## src/rtl/qam_symbol_packer.sv

```systemverilog
// Serialises DATA_W-bit words into SYM_W-bit symbols on a fixed SYM_PERIOD-clock slot grid.
// Build option: define QAM_PACK_LSB_FIRST_EN for LSB-first symbol order (default MSB-first).
module qam_symbol_packer #(
  parameter int DATA_W     = 8,
  parameter int SYM_W      = 2,
  parameter int SYM_PERIOD = 4
) (
  input  logic              clk,
  input  logic              rst,
  input  logic [DATA_W-1:0] data_in,
  input  logic              data_valid,
  output logic              data_ready,
  output logic [SYM_W-1:0]  signal_out,
  output logic              select,
  output logic              busy,
  output logic              underrun
);

  localparam int NSYM  = DATA_W / SYM_W;
  localparam int CNT_W = (SYM_PERIOD > 1) ? $clog2(SYM_PERIOD) : 1;
  localparam int REM_W = $clog2(NSYM + 1);

  localparam logic [CNT_W-1:0] CNT_LAST = CNT_W'(SYM_PERIOD - 1);
  localparam logic [REM_W-1:0] REM_FULL = REM_W'(NSYM);
  localparam logic [REM_W-1:0] REM_ONE  = REM_W'(1);

  logic [CNT_W-1:0]  cnt_q, cnt_d;
  logic [REM_W-1:0]  rem_q, rem_d;
  logic [DATA_W-1:0] sr_q, sr_d;
  logic [SYM_W-1:0]  sym_q, sym_d;
  logic              sel_q, sel_d;
  logic              ur_q, ur_d;
  logic              act_q, act_d;
  logic              busy_q, busy_d;

  logic              tick;
  logic              load;
  logic              emit;
  logic [SYM_W-1:0]  head_sym;
  logic [DATA_W-1:0] sr_shifted;

`ifdef QAM_PACK_LSB_FIRST_EN
  assign head_sym   = sr_q[SYM_W-1:0];
  assign sr_shifted = sr_q >> SYM_W;
`else
  assign head_sym   = sr_q[DATA_W-1 -: SYM_W];
  assign sr_shifted = sr_q << SYM_W;
`endif

  assign tick       = (cnt_q == CNT_LAST);
  assign data_ready = (rem_q == '0) || ((rem_q == REM_ONE) && tick);
  assign load       = data_valid && data_ready;
  assign emit       = tick && (rem_q != '0);

  always_comb begin
    cnt_d  = tick ? '0 : cnt_q + CNT_W'(1);
    rem_d  = rem_q;
    sr_d   = sr_q;
    sym_d  = sym_q;
    sel_d  = 1'b0;
    ur_d   = 1'b0;
    act_d  = act_q;

    if (emit) begin
      sym_d = head_sym;
      sel_d = 1'b1;
      sr_d  = sr_shifted;
      rem_d = rem_q - REM_ONE;
      act_d = 1'b1;
    end else if (tick && act_q) begin
      // slot came round with nothing queued after a stream had started
      ur_d  = 1'b1;
      act_d = 1'b0;
    end

    // a new word overrides the shift so the final symbol and the load share an edge
    if (load) begin
      sr_d  = data_in;
      rem_d = REM_FULL;
    end

    busy_d = (rem_d != '0);
  end

  always_ff @(posedge clk) begin
    if (!rst) begin
      cnt_q  <= '0;
      rem_q  <= '0;
      sr_q   <= '0;
      sym_q  <= '0;
      sel_q  <= 1'b0;
      ur_q   <= 1'b0;
      act_q  <= 1'b0;
      busy_q <= 1'b0;
    end else begin
      cnt_q  <= cnt_d;
      rem_q  <= rem_d;
      sr_q   <= sr_d;
      sym_q  <= sym_d;
      sel_q  <= sel_d;
      ur_q   <= ur_d;
      act_q  <= act_d;
      busy_q <= busy_d;
    end
  end

  assign signal_out = sym_q;
  assign select     = sel_q;
  assign underrun   = ur_q;
  assign busy       = busy_q;

endmodule

```

## config.mk

```make
export PLATFORM = sky130hd
export DESIGN_NAME = qam_symbol_packer
export DESIGN_NICKNAME = d
export VERILOG_FILES = /design/src/rtl/qam_symbol_packer.sv
export SDC_FILE = /design/constraint.sdc
export NUM_CORES = 1
export LEC_CHECK = 0
export BUFFER_PORTS_ARGS = -buffer_cell sky130_fd_sc_hd__buf_2
export CORE_MARGIN = 2
export CORE_UTILIZATION = 55
export DETAILED_ROUTE_END_ITERATION = 8
export PLACE_DENSITY = 0.84
export SLEW_MARGIN = 20
export SYNTH_ARGS = -nofsm -noshare
export SYNTH_HDL_FRONTEND = slang
export SYNTH_SLANG_ARGS = --single-unit
```

## constraint.sdc

```tcl
create_clock -name clk -period 4.45 [get_ports clk]
set_input_delay 0.89 -clock clk [delete_from_list [all_inputs] [get_ports clk]]
set_output_delay 0.89 -clock clk [all_outputs]
set_load 0.1 [all_outputs]
```

Word level (Yosys, flattened, before mapping):

Cells that the tools add are included.
Widths: inputs -> output; s select.

* $add $sub $neg: 2
* eq/ne operators: 2
* mux-type cells: 8
* bitwise operators: 1
* reduce and logical (&&, ||, !) cells: 12

Operators by type and width (number)
* $mux 8: 2
* $mux 3: 2
* $reduce_bool 3->1: 2
* $logic_and 1x1->1: 4
* $mux 1: 4
* $reduce_bool 2->1: 2
* $reduce_or 2->1: 2
* $eq 3x1->1 const B: 1
* $logic_not 3->1: 1
* $sub 3x1->3 const B: 1
* $add 2x1->2 const B: 1
* $eq 2x2->1 const B: 1
* $logic_or 1x1->1: 1
* $not 1->1: 1

* register bits: 19
* input bits: 11
* word-level logic and storage cells: 33

Longest topological paths before layout:

Gate-level depths: netlist of the first run.

* depth after elaboration: 6
* mapped depth: 8
* gate-level depth less buffers: 6

Worst setup path before layout of the first run:

OpenSTA, ideal clock, no wires.

* path kind: flip-flop to output port
* start point: reg rem_q[0]
* end point: out data_ready
* arrival time: 1.333 ns
* required time: 3.560 ns
* setup slack: 2.227 ns
* stages on the path, launching flop included: 6
* buffers on the path: 1
* cell sequence: dfxtp_1 inv_1 ha_1 ha_1 clkbuf_2 a31o_2

* longest elaborated chain between the ends: 3
* elaborated cells on any way between the ends: 4
* classes of those cells: eq/ne: 1; reduce/logical: 3

Ends and longest elaborated chain
* from (decl): RTL line 28 `logic [REM_W-1:0] rem_q, rem_d;`
* from (signal assigned): RTL line 97 `rem_q <= rem_d;`
* $eq 3x1->1: RTL line 51 `assign data_ready = (rem_q == '0) || ((rem_q == REM_ONE) && tick);`
* $logic_and 1x1->1: RTL line 51
* $logic_or 1x1->1 *: RTL line 51
* to (decl): RTL line 12 `output logic data_ready,`

Every way passes the cells marked *; elsewhere a longest branch is shown, timed or not.

Worst setup path after layout of the first run:

Ends and elaborated chain as after synthesis.

==> impl_metrics.ini, run 1 <==
[outcome]
outcome = finished, final reports clean

[logic_synthesis]
async_flop_share_pct = 0
ys_ff_latch = 19
synth-warning-count = 0
synth_top_area_share_pct = 45.0
synth_nets = 110
netlist_top_cells_count = 19 x dfxtp_1, 19 x nand2_1, 12 x a21oi_1
synth_largest_area_cell = dfxtp_1
yosysSeqAreaShare_pct = 45.0
postSynthAreaPerCell_sq_um = 8.90
ys.flop_type = dfxtp_1
syn-cell-area_sq_um = 846
synth_enable_flop_cells = 0
synthCells = 95
ys_types = 29
synth.area.top_cells = dfxtp_1 45%, nand2_1 8.4%, a21oi_1 7.1%, a311oi_1 6.2%, ha_1 5.9%

[global_routing]
first_global_vias = 658
grt_max_degree = 15
grt_first_pass_wirelength_mm = 2.88
grt.overflow.total = 0
antenna_found_initial = 0
track_usage_pct = 21.3

[routing]
drtPass1Iterations = 4
vias = 732
first_iter_violations = 19
post-route-drc-count = 0
vias_per_cell = 5.81
routed_wirelength_mm = 1.68
wire_per_inst_microns = 13.3
detail-route-antenna-nets = 0

[job]
drv_cap = 0

[placed_design]
place.gp.congestion = 0.825
dpl.hpwl_mm = 1.18
io_buffers = 16

[floorplanning]
initial_core_util_pct = 57.5
fp.dieH_microns = 43.2
die-area_sq_um = 1870
dieWidth_microns = 43.2
ios = 17
rows = 14
core-area_sq_um = 1470

[cts]
cts_buffers = 3
clock_latency_ns = 0.31
post_cts_buffers = 0
cts.sink_count = 19
cts_tree = built
postCtsResizedCells = 0
ctsRootBufferMaster = clkbuf_4
cts_buffer_depth = 2
htree_levels = 1
cts.reportedPaths.clkPinSlew_ns = 0.11
cts_hold_buf = 0

[finish]
final_nets = 126
diodes = 0
syn_to_final_growth_pct = 11.4
drive_above_1_share_pct = 21.8
num-fill-cells = 148
multiInputGateArea_sq_um = 419
seq_area_sq_um = 380

[timing]
maxSlewHeadroom_pct = 67.7
rsz0062_at_grt = false
max_freq_mhz = 372
skew_ns = 0.0198
period_minus_slack_ns = 2.69
finalSetupViolations = 0
hold_viol_final = 0
tightest_slew_ns = 0.488
setup-tns-final_ns = 0
slew_viol_final = 0
finalCritPeriodShare_pct = 60.4

[worst_setup_path]
critPathArrivalTime_ns = 1.80
endpoint_kind = output pin
critical_path_class = reg -> out
regToRegSetupSlack_ns = 2.58
cp.required_ns = 3.56
path_max_fanout = 9
crit_path_start_kind = flip-flop

[power]
powerDensity_nw_per_um2 = 372
power.leakage_nw = 0.389
peakVddDrop_mv = 0.314
total_power_uw = 351

[hold_path]
hp-class = reg -> reg
==> final timing paths <==
kind | startpoint | to | cells after the start
max | rem_q[0] | data_ready | 5
min | cnt_q[0] | cnt_q[0] | 1
max reg2reg | rem_q[0] | sr_q[7] | 6
min reg2reg | cnt_q[0] | cnt_q[0] | 1
==> layout by cell type (no fill, tap or decap), types with 2 or more instances in the layout <==
master | synthesis | routed
nor2_1 | 3 | 3
inv_1 | 4 | 4
and2_1 | 2 | 2
a311oi_1 | 6 | 6
buf_2 | 0 | 16
clkbuf_4 | 0 | 3
ha_1 | 4 | 4
o21ai_0 | 3 | 3
dfxtp_1 | 19 | 19
nand2_1 | 19 | 19
a21oi_1 | 12 | 12
nand4_1 | 2 | 2
==> flip-flops by register name (all words and copies together), names as in the netlist <==
name and count:
sr_q 8, rem_q 3, cnt_q 2, signal_out 2, act_q 1, busy 1, select 1, underrun 1
==> cell families after synthesis <==
logic type | synth area share (%)
compound gates | 20.0
buf+inv | 5.47
simple gates | 23.7
fa+ha+maj | 5.92
flops | 45.0
==> worst max-delay path, stage by stage (launching register included) <==
cell	delay, ns
dfxtp_1	0.41
inv_1	0.08
ha_1	0.20
ha_1	0.27
a31o_2	0.24
buf_2	0.28
==> per-layer routing <==
metal	wire [microns]	part of all wire, %	GRT usage (%)	vias up
li1	-	-	-	371
met1	790	47	25.1	341
met4	25	1.5	10.3	0
met5	0	0	0	-
met2	782	46	32.8	16
met3	83	4.9	8.94	4
==> cell type report <==
| type | count | area share (%) |
|---|---|---|
| Clock buffer | 3 | 2.39 |
| Tap cell | 16 | 2.12 |
| Multi-Input combinational cell | 67 | 44.5 |
| Sequential cell | 19 | 40.4 |
| Clock inverter | 1 | 0.531 |
| Inverter | 4 | 1.59 |
| Timing Repair Buffer | 16 | 8.50 |
==> through the flow <==
stage | hold slack [ns] | utilization (%) | worst slack [ns] | area, sq um | instances
2_1_floorplan | 0.404 | - | 2.23 | 846 | 95
3_3_place_gp | 0.412 | 62.2 | 2.16 | 915 | 122
3_5_place_dp | 0.427 | 62.2 | 2.13 | 915 | 122
4_1_cts | 0.441 | 64.0 | 1.76 | 942 | 126
5_1_grt | 0.470 | 64.0 | 1.63 | 942 | 126
6_report | 0.433 | 64.0 | 1.76 | 942 | 126
==> power breakdown <==
| group | internal, mW | switching, mW | leakage, nW |
|---|---|---|---|
| registers | 0.183 | 0.00637 | 0.156 |
| clock network | 0.0336 | 0.0530 | 0.0177 |
| logic | 0.0231 | 0.0512 | 0.215 |
| total | 0.240 | 0.111 | 0.389 |
No activity file was read; power rests on OpenSTA's default activity.
==> run 2, diff against run 1 <==
--- a/config.mk
+++ b/config.mk
@@ -7,9 +7,9 @@
 export LEC_CHECK = 0
 export BUFFER_PORTS_ARGS = -buffer_cell sky130_fd_sc_hd__buf_2
 export CORE_MARGIN = 2
-export CORE_UTILIZATION = 55
+export CORE_UTILIZATION = 46
 export DETAILED_ROUTE_END_ITERATION = 8
-export PLACE_DENSITY = 0.84
+export PLACE_DENSITY = 0.75
 export SLEW_MARGIN = 20
 export SYNTH_ARGS = -nofsm -noshare
 export SYNTH_HDL_FRONTEND = slang
==> constraint.sdc (replaced) <==
create_clock -name clk -period 2.16 [get_ports clk]
set_input_delay 0.432 -clock clk [delete_from_list [all_inputs] [get_ports clk]]
set_output_delay 0.432 -clock clk [all_outputs]
set_load 0.1 [all_outputs]
==> run 2 against run 1 <==
  * Die area up 18%
  * Via count decreased by 1.1%
  * Design area increased by 1.7%
  * Hold slack lost 0.041 ns
  * Non-clock buffer count unchanged
  * Sequential cell count stayed put
  * Wire length decreased by 2.7%
  * Sequential power increased by 110%
  * Power increased by 110%
  * Cell count is 7.1% higher
  * Critical endpoint unchanged
  * Largest power group unchanged
  * Highest routed layer unchanged
==> impl_metrics.ini, run 2 (same netlist as run 1, synthesis figures left out) <==
[outcome]
outcome = finished, final reports clean

[finish]
largestRegisters = sr_q: 8 flops, rem_q: 3 flops
syn_to_final_growth_pct = 13.3
design_area_sq_um = 958
post-route-util_pct = 55.5
final_common_cell = nand2_1
final_cell_mix = 19 x nand2_1, 18 x dfxtp_1, 15 x buf_2
drive_above_1_share_pct = 22.7
layout.cells.non_filler = 135
largest_reg_flops = 8
regMostFlops = sr_q
diodes = 0
final_nets = 126

[cts]
htree_levels = 1
cts_hold_buf = 0
ctsRootBufferMaster = clkbuf_4
clock_latency_ns = 0.29
cts_buffer_depth = 2
cts.sink_count = 19
post_cts_buffers = 0
cts_buffers = 3
cts.reportedPaths.clkPinSlew_ns = 0.10
cts_tree = built

[worst_setup_path]
crit_path_start_kind = flip-flop
endpoint_kind = output pin
critical_path_class = reg -> out
r2r-end = sr_q[2]
crit_path_start = rem_q[1]
cp.required_ns = 1.73
regToRegSetupSlack_ns = 0.42
cp-endpoint = data_ready
r2r_cells = 6
path_max_fanout = 9
r2r_start = rem_q[1]
critPathArrivalTime_ns = 1.60

[floorplanning]
core-area_sq_um = 1730
dieWidth_microns = 46.9
initial_core_util_pct = 49.0
rows = 15
fp.dieH_microns = 46.9
ios = 17
die-area_sq_um = 2200

[power]
p_switching_uw = 221
peakVddDrop_mv = 0.491
seqPwrFrac_pct = 54.0
p_int_uw = 500
powerDensity_nw_per_um2 = 752
switching_share_pct = 30.7
combinationalPowerShare_pct = 21.7
power.leakage_nw = 0.387
clock_power_share_pct = 24.3
total_power_uw = 721

[timing]
setup-tns-final_ns = 0
holdWs_ns = 0.392
tightest_slew_ns = 0.486
hold_viol_final = 0
maxSlewHeadroom_pct = 67.8
finalSetupViolations = 0
finalCritPeriodShare_pct = 94.1
slew_viol_final = 0
period_minus_slack_ns = 2.03
max_freq_mhz = 492
rsz0062_at_grt = false
worst_slack_ns = 0.128
skew_ns = 0.00172

[global_routing]
track_usage_pct = 17.3
antenna_found_initial = 0
grt_first_pass_wirelength_mm = 2.75
grt_max_degree = 15
grt.overflow.total = 0
first_global_vias = 641

[placed_design]
place_inst = 131
dpl.hpwl_mm = 1.15
dpl-instance-area_sq_um = 926
place.gp.congestion = 0.835
place_ws_ns = 0.277
io_buffers = 16

[hold_path]
hp-class = in -> reg

[routing]
wire_per_inst_microns = 12.1
routed_wirelength_mm = 1.64
vias = 724
post-route-drc-count = 0
detail-route-antenna-nets = 0
vias_per_cell = 5.36
first_iter_violations = 20
drtPass1Iterations = 4

[job]
drv_cap = 0
[run 2: changes by cell type in the layout (fill, tap and decap cells not counted)]
cell	change
ha_1	-1
clkbuf_1	+1
buf_2	-1
dfxtp_2	+1
ha_2	+1
clkinv_2	-1
buf_4	+1
dfxtp_1	-1
[run 2: power by group through the flow]
stage / clock (mW) / sequential, mW / combinational, mW
floorplan: 0 / 0.421 / 0.0983
global placement: 0 / 0.397 / 0.150
detailed placement: 0 / 0.398 / 0.153
CTS: 0.183 / 0.390 / 0.156
global route: 0.198 / 0.392 / 0.172
finish: 0.175 / 0.390 / 0.156
[run 2: worst min-delay path by stage]
| stage | from | end | slack [ns] | cells past startpoint |
|---|---|---|---|---|
| 5_1_grt | data_in[1] | sr_q[1] | 0.38 | 3 |
| 6_report | data_in[1] | sr_q[1] | 0.39 | 3 |
| 2_1_floorplan | cnt_q[0] | cnt_q[0] | 0.40 | 1 |
| 3_3_place_gp | cnt_q[0] | cnt_q[0] | 0.41 | 1 |
| 3_5_place_dp | cnt_q[0] | cnt_q[0] | 0.42 | 1 |
| 4_1_cts | data_in[1] | sr_q[1] | 0.38 | 3 |
[run 2: critical path, cell delays in order, from the launching register on]
cell     delay, ns
dfxtp_1       0.37
inv_1         0.07
ha_1          0.19
ha_2          0.22
a31o_2        0.22
buf_4         0.23
[run 2: repair_timing]
action | 4_1_cts | 5_1_grt
pin swaps | 0 | 0
resized for setup | 2 | 1
endpoints found under the setup margin | 1 | 1
[run 2: metal layers]
layer	global-route usage, %	vias up	share of wire, %
li1	-	371	-
met1	23.5	331	49
met2	27.1	20	45
met3	5.77	2	5.6
met4	3.33	0	0.37
met5	0	-	0
[run 2: final cells by class]
cell class	instances	area, sq um
repair buffers	16	82.6
flip-flops and latches	19	382
fillers	176	768
inverters	4	15.0
multi-input cells	67	422
clock buffers	4	26.3
well taps	25	31.3
